### src/rtl/ifu_fetch.sv
// ifu_fetch: instruction fetch unit feeding the single-cycle RV64 core.
//
// Issues sequential word fetches to instruction memory over a valid/ready
// request channel, accepts in-order responses, and buffers {pc, inst} pairs
// in a DEPTH-entry FIFO for the core. A redirect flushes the FIFO, restarts
// fetch at the new PC and discards responses still in flight.
//
// Ports:
//   clk, rst                 clock; asynchronous active-high reset
//   redirect_valid/_pc       core restart request (pc bits [1:0] ignored)
//   req_valid/ready/addr     fetch request channel to instruction memory
//   resp_valid/data          in-order response channel from memory
//   out_valid/ready/pc/inst  instruction handed to the core
//   stall_cnt                fetch-starved cycle counter
//
// Build option: define IFU_STALL_CNT_EN to generate the saturating
// stall_cnt counter; otherwise stall_cnt is tied to zero.

module ifu_fetch #(
    parameter logic [63:0] RESET_PC = 64'h0000_0000_8000_0000,
    parameter int unsigned DEPTH    = 4,
    parameter int unsigned CNT_W    = 5
) (
    input  logic        clk,
    input  logic        rst,
    input  logic        redirect_valid,
    input  logic [63:0] redirect_pc,
    output logic        req_valid,
    input  logic        req_ready,
    output logic [63:0] req_addr,
    input  logic        resp_valid,
    input  logic [31:0] resp_data,
    output logic        out_valid,
    input  logic        out_ready,
    output logic [63:0] out_pc,
    output logic [31:0] out_inst,
    output logic [31:0] stall_cnt
);

    localparam int unsigned PW = (DEPTH > 1) ? $clog2(DEPTH) : 1;

    logic [63:0]      fpc;
    logic [63:0]      rpc;
    logic [CNT_W-1:0] outstanding;
    logic [CNT_W-1:0] drop_cnt;
    logic [CNT_W-1:0] live;
    logic [CNT_W-1:0] used;

    logic [63:0]      pc_mem   [DEPTH];
    logic [31:0]      inst_mem [DEPTH];
    logic [PW-1:0]    wr_ptr;
    logic [PW-1:0]    rd_ptr;
    logic [PW:0]      count;

    logic             req_fire;
    logic             resp_ok;
    logic             push;
    logic             pop;
    logic [63:0]      redirect_aligned;
    logic             unused_pc_lsbs;

    assign redirect_aligned = {redirect_pc[63:2], 2'b00};
    assign unused_pc_lsbs   = ^redirect_pc[1:0];

    // Live requests will land in the FIFO; stale ones (drop_cnt) will not.
    // Live + buffered never exceeds DEPTH, so a push always has room.
    assign live      = outstanding - drop_cnt;
    assign used      = live + CNT_W'(count);
    assign req_valid = !rst && !redirect_valid && (used < CNT_W'(DEPTH));
    assign req_addr  = fpc;

    assign req_fire  = req_valid && req_ready;
    // A response with nothing outstanding is a protocol error and ignored.
    assign resp_ok   = resp_valid && (outstanding != '0);
    // Responses in a redirect cycle are stale by definition.
    assign push      = resp_ok && !redirect_valid && (drop_cnt == '0);
    assign pop       = out_valid && out_ready && !redirect_valid;

    assign out_valid = (count != '0);
    assign out_pc    = pc_mem[rd_ptr];
    assign out_inst  = inst_mem[rd_ptr];

    // Fetch/response address tracking and in-flight bookkeeping.
    always_ff @(posedge clk or posedge rst) begin
        if (rst) begin
            fpc         <= RESET_PC;
            rpc         <= RESET_PC;
            outstanding <= '0;
            drop_cnt    <= '0;
        end else begin
            outstanding <= outstanding + CNT_W'(req_fire) - CNT_W'(resp_ok);
            if (redirect_valid) begin
                fpc      <= redirect_aligned;
                rpc      <= redirect_aligned;
                // Everything in flight after this edge is stale.
                drop_cnt <= outstanding - CNT_W'(resp_ok);
            end else begin
                if (req_fire) begin
                    fpc <= fpc + 64'd4;
                end
                if (resp_ok) begin
                    if (drop_cnt != '0) begin
                        drop_cnt <= drop_cnt - CNT_W'(1);
                    end else begin
                        rpc <= rpc + 64'd4;
                    end
                end
            end
        end
    end

    // Instruction FIFO; DEPTH is a power of two so pointers wrap naturally.
    always_ff @(posedge clk or posedge rst) begin
        if (rst) begin
            wr_ptr <= '0;
            rd_ptr <= '0;
            count  <= '0;
            for (int unsigned i = 0; i < DEPTH; i++) begin
                pc_mem[i]   <= '0;
                inst_mem[i] <= '0;
            end
        end else if (redirect_valid) begin
            wr_ptr <= '0;
            rd_ptr <= '0;
            count  <= '0;
        end else begin
            if (push) begin
                pc_mem[wr_ptr]   <= rpc;
                inst_mem[wr_ptr] <= resp_data;
                wr_ptr           <= wr_ptr + PW'(1);
            end
            if (pop) begin
                rd_ptr <= rd_ptr + PW'(1);
            end
            case ({push, pop})
                2'b10:   count <= count + (PW+1)'(1);
                2'b01:   count <= count - (PW+1)'(1);
                default: count <= count;
            endcase
        end
    end

`ifdef IFU_STALL_CNT_EN
    logic [31:0] stall_q;

    always_ff @(posedge clk or posedge rst) begin
        if (rst) begin
            stall_q <= '0;
        end else if (out_ready && !out_valid && (stall_q != '1)) begin
            stall_q <= stall_q + 32'd1;
        end
    end

    assign stall_cnt = stall_q;
`else
    assign stall_cnt = '0;
`endif

endmodule
### config.mk
export PLATFORM = sky130hd
export DESIGN_NAME = ifu_fetch
export DESIGN_NICKNAME = d
export VERILOG_FILES = /design/src/rtl/ifu_fetch.sv
export SDC_FILE = /design/constraint.sdc
export NUM_CORES = 1
export LEC_CHECK = 0
export ABC_AREA = 1
export BUFFER_PORTS_ARGS = -buffer_cell sky130_fd_sc_hd__buf_2
export CORE_AREA = 3 3 365 259
export DETAILED_ROUTE_END_ITERATION = 8
export DIE_AREA = 0 0 368 262
export PLACE_DENSITY = 0.46
export REMOVE_ABC_BUFFERS = 1
export SKIP_LAST_GASP = 1
export SLEW_MARGIN = 10
export SYNTH_ARGS = -nofsm -noshare
export SYNTH_HDL_FRONTEND = slang
export SYNTH_SLANG_ARGS = --single-unit
### constraint.sdc
create_clock -name clk -period 22 [get_ports clk]
set_input_delay 4.4 -clock clk [delete_from_list [all_inputs] [get_ports clk]]
set_output_delay 4.4 -clock clk [all_outputs]
set_load 0.1 [all_outputs]
==> impl_metrics.yaml <==
power:
  power.total_mw: 4.46
  p_leak_nw: 15.0
  ir_drop_mv: 0.0717
  p_clk_share_pct: 24.9
  pwr-share-comb_pct: 46.0
  cellInternalPower_mw: 2.16
  switchingPower_mw: 2.30
  powerDensity_nw_per_um2: 141
  switching_share_pct: 51.6
  power_frac_seq_pct: 29.1
synthesis:
  synthDistinctLibCells: 40
  synth.top_cell.area_share_pct: 47.2
  ys_seq_area_share_pct: 47.4
  synth_top_cell_by_area: "dfrtp_1"
  synth_area_leaders: "dfrtp_1 (47%), nand2_1 (15%), o21ai_0 (11%)"
  synth_seq_cells: 517
  synth_cells: 3706
  syn_avg_cell_area_sq_um: 7.37
  netlist_area_sq_um: 27300
  ys_warn_count: 0
clock_network:
  cts_tree: "built"
  clockBufferDepth: 3
  worstSkewPairLatency_ps: 650
  htreeDepth: 2
  ctsHoldBuffers: 0
  cts_buffers: 58
  post_cts.repair.setup_buffers: 0
  cts.sink_count: 517
  cts_resized: 0
  clk_pin_slew_ps: 60
  root_buffer: "clkbuf_16"
job:
  max-cap-violations: 0
global_route:
  grtUsageTotal_pct: 19.8
  grt_pass1_wl_mm: 148
  first_global_vias: 23400
  gr-total-overflow: 0
  grt_max_degree: 158
  antenna_found_initial: 6
layout:
  final_util_pct: 34.5
  area_growth_pct: 15.3
  fillerInstances: 10000
  drive_gt1_share_pct: 10.9
  nets: 3970
  multi_input_area_sq_um: 12400
  regArea_sq_um: 12900
setup_path:
  crit_slowest_cell: "buf_2"
  cpMostUsedCell: "nor2_1"
  worstPathRequired_ps: 17600
  end_kind: "primary output"
  max_stage_delay_ps: 410
  cp_max_fo: 40
  cp_cell_sequence: "buf_4 -> nor2_1 -> nand2_1 -> nor2_1 -> nand2_2 -> inv_1 -> buf_2"
  worstPathArrival_ps: 5610
  crit_type: "in -> out"
  crit_buf_inv: 3
  worst_setup_path_start_kind: "input port"
  crit_family: "buffers and inverters"
timing:
  setup_viol: 0
  min_period_ps: 10010
  rsz0062_at_grt: "false"
  drv_slew: 0
  max_freq_mhz: 99.9
  hold_viol_final: 0
  clock_skew_ps: 23.3
  timing.final.crit_share_pct: 45.5
  timing.setup.tns_ps: 0
  tightest_slew_ps: 1050
  slew_headroom_pct: 30.0
drt:
  antenna_left: 0
  viasPerCell: 4.84
  drt_wl_total_mm: 97.9
  drt_iter0_markers: 2081
  routedWlPerCell_microns: 19.1
  drt_first_pass_iters: 5
  vias: 24800
  drc: 0
floorplanning:
  dieHeight_microns: 262
  io-pin-count: 296
  core_sq_um: 91500
  rows: 93
  initial_core_util_pct: 29.9
  dieArea_sq_um: 96400
  chipWidth_microns: 368
worst_hold_path:
  hold_class: "reg -> reg"
placed_design:
  port_buffers: 257
  place.gp.congestion: 0.908
  dpl.hpwl_mm: 65.4
run_status:
  outcome: "completed"
-- stage by stage --
step                      setup WS (ps)  hold WS, ps  cell area, sq um  std cells
final                             11990          480             31500       5132
after global routing              11860          499             31500       5130
after CTS                         11950          483             31500       5128
after detailed placement          11950          467             29300       5018
after global placement            11950          460             29300       5018
after floorplan                    3160          448             26300       3508
-- Yosys cell counts, drive strengths merged --
cell type     n
a21boi        1
a21oi        76
a22oi        13
a31oi         7
and2          2
buf         128
clkbuf      105
clkinv        1
conb          1
dfrtp       515
dfstp         2
fa            4
ha           21
inv         252
nand2      1084
nand3       150
nand3b        2
nand4        28
nor2        484
nor3          2
o21a         10
o21ai       694
o22ai        97
o2bb2ai       1
o31ai         1
or2           2
xnor2        12
xor2         11
-- state kept, by name, summed over array words and instances (netlist names) --
register / flops
drop_cnt: 5
inst_mem: 128
req_addr: 62
rpc: 62
count: 3
rd_ptr: 2
wr_ptr: 2
outstanding: 5
pc_mem: 248
-- area by class of cell --
type / count / area share [%]
multi-input cells: 2738 / 39.5
repair buffers: 275 / 4.56
well taps: 1235 / 4.90
flip-flops and latches: 517 / 41.1
inverters: 253 / 3.07
clock inverters: 31 / 1.50
diodes: 4 / 0.0318
clock buffers: 79 / 5.40
-- layout by cell type (no fill, tap or decap), drive strengths merged, types with 2 or more instances in the layout --
master / count
nor2: 484
nand2: 1084
a21oi: 76
bufinv: 11
buf: 275
nor3: 2
and2: 2
clkinvlp: 3
o21ai: 694
or2: 2
fa: 4
inv: 252
o21a: 10
dfstp: 2
diode: 4
a31oi: 7
conb: 36
nand4: 28
o22ai: 97
dfrtp: 515
a22oi: 13
nand3b: 2
xnor2: 12
xor2: 11
clkinv: 18
ha: 21
clkbuf: 79
nand3: 150
-- worst reg2reg max path, delay by kind of cell, from the launching register on --
family	cells	cell delay (ps)
adder cells (fa/ha/maj)	5	2080
AND/OR/NAND/NOR	5	1070
AO/OA/AOI/OAI	3	470
flip-flops	1	350
buffers and inverters	4	280
XOR/XNOR	1	140
-- routing by layer --
metal / GRT usage (%) / share of wire, % / vias up / wire, microns
li1: - / - / 12300 / -
met1: 30.6 / 51 / 11800 / 50100
met2: 28.6 / 41 / 659 / 39900
met3: 3.27 / 6.2 / 109 / 6090
met4: 4.42 / 1.9 / 0 / 1880
met5: 0 / 0 / - / 0
-- cell families after synthesis --
family                   share of synthesized area, %
other                                          0.0137
buffers and inverters                            7.76
AND/OR/NAND/NOR                                  25.6
flip-flops                                       47.4
XOR/XNOR                                        0.737
AO/OA/AOI/OAI                                    17.2
adder cells (fa/ha/maj)                          1.25
-- worst paths after layout --
kind / from / end / slack, ps / cells after the start
min in group asynchronous: rst / outstanding[0] / 3920 / 2
min: pc_mem[183] / pc_mem[183] / 480 / 2
max reg2reg: outstanding[2] / outstanding[4] / 17490 / 18
max: redirect_valid / req_valid / 11990 / 7
min reg2reg: pc_mem[183] / pc_mem[183] / 480 / 2
max in group asynchronous: rst / inst_mem[104] / 15760 / 4
-- power groups by stage --
stage / combinational (mW) / clock, mW / sequential [mW]
6_report: 2.05 / 1.11 / 1.30
5_1_grt: 2.21 / 1.18 / 1.32
4_1_cts: 2.06 / 1.14 / 1.29
3_5_place_dp: 2.06 / 0 / 1.31
3_3_place_gp: 2.06 / 0 / 1.31
2_1_floorplan: 1.45 / 0 / 1.44
No activity file was read; power rests on OpenSTA's default activity.
